## src/rtl/ds_pkg.sv

```systemverilog
// Shared definitions for the downsampler controller and the result transmitter:
// controller status codes and the transmitter state encoding.
package ds_pkg;

  localparam logic [1:0] STAT_RECEIVE = 2'b00;
  localparam logic [1:0] STAT_PROCESS = 2'b01;
  localparam logic [1:0] STAT_FINISH  = 2'b10;

  typedef enum logic [2:0] {
    TX_IDLE  = 3'd0,
    TX_FETCH = 3'd1,
    TX_WAIT  = 3'd2,
    TX_SEND  = 3'd3,
    TX_DONE  = 3'd4
  } tx_state_t;

endpackage

```

## src/rtl/result_transmitter.sv

```systemverilog
// Reads the downsampled image out of result memory one byte per address and
// streams it to the host link over a valid/ready byte interface.
//
// state    | meaning
// ---------+------------------------------------------------------------
// TX_IDLE  | waiting for the controller to report finish
// TX_FETCH | read strobe issued for address idx
// TX_WAIT  | memory data arrives, captured into the holding register
// TX_SEND  | byte offered on tx_data/tx_valid until the sink takes it
// TX_DONE  | whole image sent; parked until status leaves finish
module result_transmitter
  import ds_pkg::*;
#(
  parameter int ADDR_W  = 14,
  parameter int DATA_W  = 8,
  parameter int IMG_LEN = 16384,
  parameter int CNT_W   = ADDR_W + 1
) (
  input  logic              clock,
  input  logic              reset,
  input  logic [1:0]        status,
  output logic              mem_rd_en,
  output logic [ADDR_W-1:0] mem_addr,
  input  logic [DATA_W-1:0] mem_rdata,
  output logic [DATA_W-1:0] tx_data,
  output logic              tx_valid,
  input  logic              tx_ready,
  output logic              tx_busy,
  output logic              tx_done,
  output logic [CNT_W-1:0]  byte_count
);

  localparam logic [ADDR_W-1:0] LAST_IDX = ADDR_W'(IMG_LEN - 1);

  tx_state_t         state_q;
  tx_state_t         state_d;
  logic [ADDR_W-1:0] idx_q;
  logic [CNT_W-1:0]  count_q;
  logic [DATA_W-1:0] data_q;
  logic              finish;
  logic              handshake;
  logic              last_byte;

  assign finish    = (status == STAT_FINISH);
  assign handshake = (state_q == TX_SEND) && tx_ready;
  assign last_byte = (idx_q == LAST_IDX);

  // Any non-finish status aborts an in-flight transfer, even on a handshake edge.
  always_comb begin
    state_d = state_q;
    unique case (state_q)
      TX_IDLE:  if (finish) state_d = TX_FETCH;
      TX_FETCH: state_d = finish ? TX_WAIT : TX_IDLE;
      TX_WAIT:  state_d = finish ? TX_SEND : TX_IDLE;
      TX_SEND: begin
        if (!finish)        state_d = TX_IDLE;
        else if (handshake) state_d = last_byte ? TX_DONE : TX_FETCH;
      end
      TX_DONE:  if (!finish) state_d = TX_IDLE;
      default:  state_d = TX_IDLE;
    endcase
  end

  always_ff @(posedge clock) begin
    if (reset) begin
      state_q <= TX_IDLE;
      idx_q   <= '0;
      count_q <= '0;
      data_q  <= '0;
    end else begin
      state_q <= state_d;
      if (state_q == TX_IDLE && finish) begin
        idx_q   <= '0;
        count_q <= '0;
      end
      if (state_q == TX_WAIT) data_q <= mem_rdata;
      if (handshake) begin
        count_q <= count_q + CNT_W'(1);
        if (!last_byte) idx_q <= idx_q + ADDR_W'(1);
      end
    end
  end

  assign mem_rd_en  = (state_q == TX_FETCH);
  assign mem_addr   = idx_q;
  assign tx_data    = data_q;
  assign tx_valid   = (state_q == TX_SEND);
  assign tx_busy    = (state_q == TX_FETCH) || (state_q == TX_WAIT) || (state_q == TX_SEND);
  assign tx_done    = (state_q == TX_DONE);
  assign byte_count = count_q;

endmodule
```

## config.mk

```make
export PLATFORM = sky130hd
export DESIGN_NAME = result_transmitter
export DESIGN_NICKNAME = d
export VERILOG_FILES = /design/src/rtl/ds_pkg.sv /design/src/rtl/result_transmitter.sv
export SDC_FILE = /design/constraint.sdc
export NUM_CORES = 1
export LEC_CHECK = 0
export ABC_AREA = 1
export ABC_CLOCK_PERIOD_IN_PS = 3100
export CORE_MARGIN = 2
export CORE_UTILIZATION = 53
export DETAILED_ROUTE_END_ITERATION = 8
export HOLD_SLACK_MARGIN = 0.02
export PLACE_DENSITY = 0.88
export SYNTH_ARGS = -nofsm -noshare
export SYNTH_HDL_FRONTEND = slang
export SYNTH_SLANG_ARGS = --single-unit
```

## constraint.sdc

```tcl
create_clock -name clock -period 3.1 [get_ports clock]
set_input_delay 0.465 -clock clock [delete_from_list [all_inputs] [get_ports clock]]
set_output_delay 0.465 -clock clock [all_outputs]
set_load 0.01 [all_outputs]
```

==> results.sh, run 1 <==
export IMPL_ys_warn_count=0
export IMPL_fin_skew_ns=0.008824
export IMPL_cts_setup_buffers=0
export IMPL_cts_sinks=40
export IMPL_cts_buffers=5
export IMPL_clk_pin_slew_worst_paths_ns=0.08
export IMPL_grt_use_met2_pct=41.35
export IMPL_busiest_layer="met2"
export IMPL_finalPower_uw=1062
export IMPL_fin_setup_tns_ns=0
export IMPL_fin_crit_sh_pct=65.90
export IMPL_die_h_um=68.44
export IMPL_totalWireLength_um=5355
export IMPL_syn_inst=329
export IMPL_std_cell_rows=23
export IMPL_grt_max_degree=24
export IMPL_use_met1_pct=28.70
export IMPL_synth_area_um2=2201
export IMPL_use_met3_pct=8.553
export IMPL_first_pass_iters=4
export IMPL_ys_seq_area_share_pct=36.38
export IMPL_cts_resized=0
export IMPL_postCtsHoldBufs=0
export IMPL_period_minus_slack_ns=2.043
export IMPL_worstMarginPinSlew_ns=0.6580
export IMPL_cts_root_buf="clkbuf_8"
export IMPL_grt_antenna_before_repair=0
export IMPL_synthToLayoutAreaGrowth_pct=29.85
export IMPL_num_fill_cells=327
export IMPL_dieArea_um2=4684
export IMPL_ys_ff_latch=40
export IMPL_hp_class="register to register"
export IMPL_final_cell_mix="68 x nand2_1, 57 x nor2_1, 53 x clkdlybuf4s50_1"
export IMPL_dpl_hpwl_um=3842
export IMPL_layout_commonest_cell="nand2_1"
export IMPL_grtUsageTotal_pct=24.64
export IMPL_irDropWorstVdd_mv=0.3781
export IMPL_postRouteAntennaNets=0
export IMPL_die_w_um=68.44
export IMPL_rsz0062_at_grt="no"
export IMPL_clockBufferDepth=2
export IMPL_antenna_cells=0
export IMPL_drt_iter0_drc=208
export IMPL_io_pins=54
export IMPL_slew_violations=0
export IMPL_synth_nets=344
export IMPL_cts_tree="done"
export IMPL_power_density_nw_per_um2=371.7
export IMPL_outcome="finished clean"
export IMPL_max_cap_viol_count=0
export IMPL_fin_nets=399
export IMPL_htreeDepth=2
export IMPL_vias_per_cell=5.317
export IMPL_worstSetupPathType="register to output port"
export IMPL_port_buffers=53
export IMPL_clock_latency_ns=0.31
export IMPL_critPathMaxFanout=5
export IMPL_drive_above_1_share_pct=7.792
export IMPL_cp_data_required_time_ns=2.63
export IMPL_grt_overflow=0
export IMPL_hold_viol_final=0
export IMPL_wire_per_inst_um=12.31
export IMPL_grt_pass1_vias=2087
export IMPL_syn_area_per_cell_um2=6.690
export IMPL_place_congestion=1.009
export IMPL_crit_path_end_kind="output port"
export IMPL_cp_start_kind="register"
export IMPL_drc=0
export IMPL_grt_pass1_wl_um=8700
export IMPL_core_um2=4000
export IMPL_p_leak_uw=0.001106
export IMPL_slew_headroom_pct=56.08
export IMPL_synth_distinct_cells=33
export IMPL_vias=2313
export IMPL_crit_arrival_ns=1.58
export IMPL_max_freq_mhz=489.5
export IMPL_setup_viol=0
export IMPL_start_util_pct=55.02
-- path summary, 6_finish.rpt --
check	startpoint	end	slack [ns]	cells past startpoint
max reg2reg	mem_addr[0]	mem_addr[5]	1.29	8
min	byte_count[1]	byte_count[1]	0.50	2
min reg2reg	byte_count[1]	byte_count[1]	0.50	2
max	state_q[0]	mem_rd_en	1.06	3
-- registers in the layout, summed over array words and instances, names as in the netlist --
signal	count
state_q	3
mem_addr	14
byte_count	15
tx_data	8
-- logic make-up after synthesis --
family / after synthesis / share of synthesized area [%]
AND/OR/NAND/NOR: 172 / 37.41
AO/OA/AOI/OAI: 60 / 14.44
buffers and inverters: 54 / 10.23
flip-flops: 40 / 36.38
adder cells (fa/ha/maj): 2 / 1.137
XOR/XNOR: 1 / 0.3980
-- power by group --
group	switching (uW)	internal (uW)
registers	11.4	525
logic	82.8	65.3
clock network	198	180
total	292	770
-- stage by stage --
| step | worst slack [ns] | hold slack [ns] | util (%) | instance area (um^2) | instances |
|---|---|---|---|---|---|
| 6_report | 1.057 | 0.5048 | 71.44 | 2858 | 435 |
| 5_1_grt | 0.9901 | 0.5240 | 71.44 | 2858 | 435 |
| 4_1_cts | 1.073 | 0.5124 | 71.44 | 2858 | 435 |
| 3_5_place_dp | 1.061 | 0.4964 | 69.00 | 2760 | 427 |
| 3_3_place_gp | 1.131 | 0.5023 | 69.00 | 2760 | 427 |
| 2_1_floorplan | 1.538 | 0.4946 | - | 2201 | 329 |
-- per-layer routing --
metal | share of wire [%] | up-vias
li1 | - | 1160
met1 | 44 | 1064
met2 | 48 | 80
met3 | 7.1 | 9
met4 | 1.5 | 0
met5 | 0 | -
-- layout make-up --
cell class | count | area (um^2) | area share (%)
clock buffers | 6 | 82.58 | 2.890
repair buffers | 55 | 545.5 | 19.09
clock inverters | 2 | 15.01 | 0.5254
multi-input cells | 235 | 1175 | 41.11
flip-flops and latches | 40 | 800.8 | 28.02
well taps | 50 | 62.56 | 2.189
inverters | 47 | 176.4 | 6.173
-- worst max-delay path: stages (launching register included) --
cell and delay [ns]:
dfxtp_1 0.41, inv_1 0.06, nor3_1 0.21, clkdlybuf4s50_1 0.60
-- cells in the mapped netlist --
| cell | number | area share [%] |
|---|---|---|
| nand2_1 | 68 | 12 |
| nor2_1 | 57 | 9.7 |
| inv_1 | 45 | 7.7 |
| dfxtp_1 | 40 | 36 |
| o21ai_0 | 25 | 5.7 |
| a21oi_1 | 19 | 4.3 |
| nand3_1 | 12 | 2.7 |
| nor3_1 | 11 | 2.5 |
| o21ai_1 | 9 | 2.0 |
| nand4_1 | 5 | 1.4 |
| nor2_2 | 4 | 1.1 |
| clkbuf_1 | 3 | 0.51 |
| nor2_8 | 3 | 2.7 |
| a22oi_1 | 2 | 0.68 |
| buf_4 | 2 | 0.68 |
| buf_6 | 2 | 1.0 |
| ha_1 | 2 | 1.1 |
| inv_2 | 2 | 0.34 |
| nand3_2 | 2 | 0.91 |
| nor3_2 | 2 | 0.91 |
| or2_2 | 2 | 0.57 |
| a21oi_2 | 1 | 0.40 |
| nand2_2 | 1 | 0.28 |
| nand2_4 | 1 | 0.51 |
| nand3_4 | 1 | 0.80 |
| nand3b_1 | 1 | 0.34 |
| nand4_4 | 1 | 0.97 |
| nor4_1 | 1 | 0.28 |
| o211ai_1 | 1 | 0.34 |
| o21a_1 | 1 | 0.34 |
| o21bai_1 | 1 | 0.34 |
| o22ai_1 | 1 | 0.28 |
| xor2_1 | 1 | 0.40 |
Note: power is estimated with default switching activity, not from simulation.
==> run 2, diff against run 1 <==
--- a/config.mk
+++ b/config.mk
@@ -6,12 +6,12 @@
 export NUM_CORES = 1
 export LEC_CHECK = 0
 export ABC_AREA = 1
-export ABC_CLOCK_PERIOD_IN_PS = 3100
+export ABC_CLOCK_PERIOD_IN_PS = 1900
 export CORE_MARGIN = 2
-export CORE_UTILIZATION = 53
+export CORE_UTILIZATION = 49
 export DETAILED_ROUTE_END_ITERATION = 8
 export HOLD_SLACK_MARGIN = 0.02
-export PLACE_DENSITY = 0.88
+export PLACE_DENSITY = 0.82
 export SYNTH_ARGS = -nofsm -noshare
 export SYNTH_HDL_FRONTEND = slang
 export SYNTH_SLANG_ARGS = --single-unit
==> constraint.sdc (replaced) <==
create_clock -name clock -period 1.9 [get_ports clock]
set_input_delay 0.285 -clock clock [delete_from_list [all_inputs] [get_ports clock]]
set_output_delay 0.285 -clock clock [all_outputs]
set_load 0.01 [all_outputs]
==> results.sh, run 2 (synthesis gave the netlist of run 1 again) <==
export IMPL_outcome="finished clean"
export IMPL_fin_util_pct=67.24
export IMPL_final_cell_mix="68 x nand2_1, 57 x nor2_1, 52 x clkdlybuf4s50_1"
export IMPL_critPathMaxFanout=5
export IMPL_hp_class="register to register"
export IMPL_p_leak_uw=0.001158
export IMPL_clock_latency_ns=0.30
export IMPL_cts_sinks=40
export IMPL_p_switching_uw=467.8
export IMPL_io_pins=54
export IMPL_cp_data_required_time_ns=1.62
export IMPL_antenna_cells=0
export IMPL_grt_overflow=0
export IMPL_postRouteAntennaNets=0
export IMPL_cp_start_kind="register"
export IMPL_cts_root_buf="clkbuf_8"
export IMPL_clk_pin_slew_worst_paths_ns=0.08
export IMPL_max_cap_viol_count=0
export IMPL_power_density_nw_per_um2=623.5
export IMPL_fin_setup_tns_ns=0
export IMPL_dp_cells=435
export IMPL_drt_iter0_drc=145
export IMPL_largest_register_ffs=15
export IMPL_num_fill_cells=396
export IMPL_period_minus_slack_ns=1.832
export IMPL_slew_headroom_pct=74.84
export IMPL_crit_path_end_kind="output port"
export IMPL_layout_commonest_cell="nand2_1"
export IMPL_start_util_pct=50.55
export IMPL_worstSetupPathType="register to output port"
export IMPL_std_cell_rows=24
export IMPL_vias_per_cell=5.149
export IMPL_max_freq_mhz=546.0
export IMPL_fin_crit_sh_pct=96.40
export IMPL_grt_pass1_vias=2123
export IMPL_seqPwrFrac_pct=48.0
export IMPL_combPwrFrac_pct=13.6
export IMPL_irDropWorstVdd_mv=0.4640
export IMPL_synthToLayoutAreaGrowth_pct=33.03
export IMPL_die_h_um=71.02
export IMPL_die_w_um=71.02
export IMPL_port_buffers=53
export IMPL_vias=2281
export IMPL_fin_nets=405
export IMPL_instances_no_fill=443
export IMPL_slew_violations=0
export IMPL_hold_viol_final=0
export IMPL_drive_above_1_share_pct=9.207
export IMPL_place_congestion=0.8799
export IMPL_dpl_hpwl_um=3852
export IMPL_cts_tree="done"
export IMPL_first_pass_iters=4
export IMPL_core_um2=4354
export IMPL_htreeDepth=2
export IMPL_drc=0
export IMPL_switching_share_pct=25.63
export IMPL_totalWireLength_um=5263
export IMPL_wire_per_inst_um=11.88
export IMPL_grt_max_degree=24
export IMPL_cts_buffers=5
export IMPL_grtUsageTotal_pct=22.49
export IMPL_worstMarginPinSlew_ns=0.3760
export IMPL_pwr_share_clk_pct=38.4
export IMPL_intPower_uw=1358
export IMPL_post_place_ws_ns=0.1284
export IMPL_crit_arrival_ns=1.55
export IMPL_fin_skew_ns=0.003939
export IMPL_grt_pass1_wl_um=9177
export IMPL_rsz0062_at_grt="yes"
export IMPL_fin_ws_ns=0.06839
export IMPL_dieArea_um2=5044
export IMPL_grt_antenna_before_repair=0
export IMPL_postCtsHoldBufs=0
export IMPL_setup_viol=0
export IMPL_clockBufferDepth=2
[run 2: stage by stage]
step,total power [uW],cell area [um^2],hold slack (ns)
3_5_place_dp,1143,2808,0.4878
6_report,1825,2928,0.4950
5_1_grt,1901,2928,0.5184
4_1_cts,1837,2914,0.4991
2_1_floorplan,1027,2201,0.4199
3_3_place_gp,1141,2808,0.4836
[run 2: layout make-up]
class                   instances  area [um^2]  area share (%)
flip-flops and latches         40        800.8           27.35
inverters                      47        176.4           6.026
well taps                      52        65.06           2.222
clock inverters                 2        35.03           1.197
clock buffers                   6        72.57           2.479
repair buffers                 61        589.3           20.13
multi-input cells             235         1189           40.60
[run 2: worst paths after layout]
| path | from | endpoint | slack (ns) | depth (start not counted) |
|---|---|---|---|---|
| worst max-delay path | state_q[0] | tx_valid | 0.07 | 3 |
| worst min-delay path | byte_count[12] | byte_count[12] | 0.49 | 2 |
| worst min register to register | byte_count[12] | byte_count[12] | 0.49 | 2 |
| worst max register to register | mem_addr[1] | mem_addr[6] | 0.17 | 8 |
[run 2: what timing repair did]
action / CTS / global route
buffers inserted: 0 / 0
resized for setup: 1 / 2
setup endpoints to repair: 1 / 5
[run 2: worst max-delay path, stage by stage (launching register included)]
cell	delay, ns
dfxtp_1	0.43
nand3_2	0.20
inv_1	0.08
clkdlybuf4s50_1	0.53
[run 2: power groups by stage]
stage	logic (uW)	clock network (uW)	registers, uW
after global placement	247	0	894
after floorplan	132	0	894
after detailed placement	248	0	894
after global routing	276	746	880
final	248	701	877
after CTS	247	714	875
[run 2: per-layer routing]
layer | GRT usage [%] | vias to the layer above | part of all wire [%]
met5 | 0 | - | 0
met4 | 7.338 | 0 | 1.3
met3 | 6.268 | 6 | 6.8
met2 | 36.55 | 77 | 47
met1 | 28.98 | 1024 | 45
li1 | - | 1174 | -
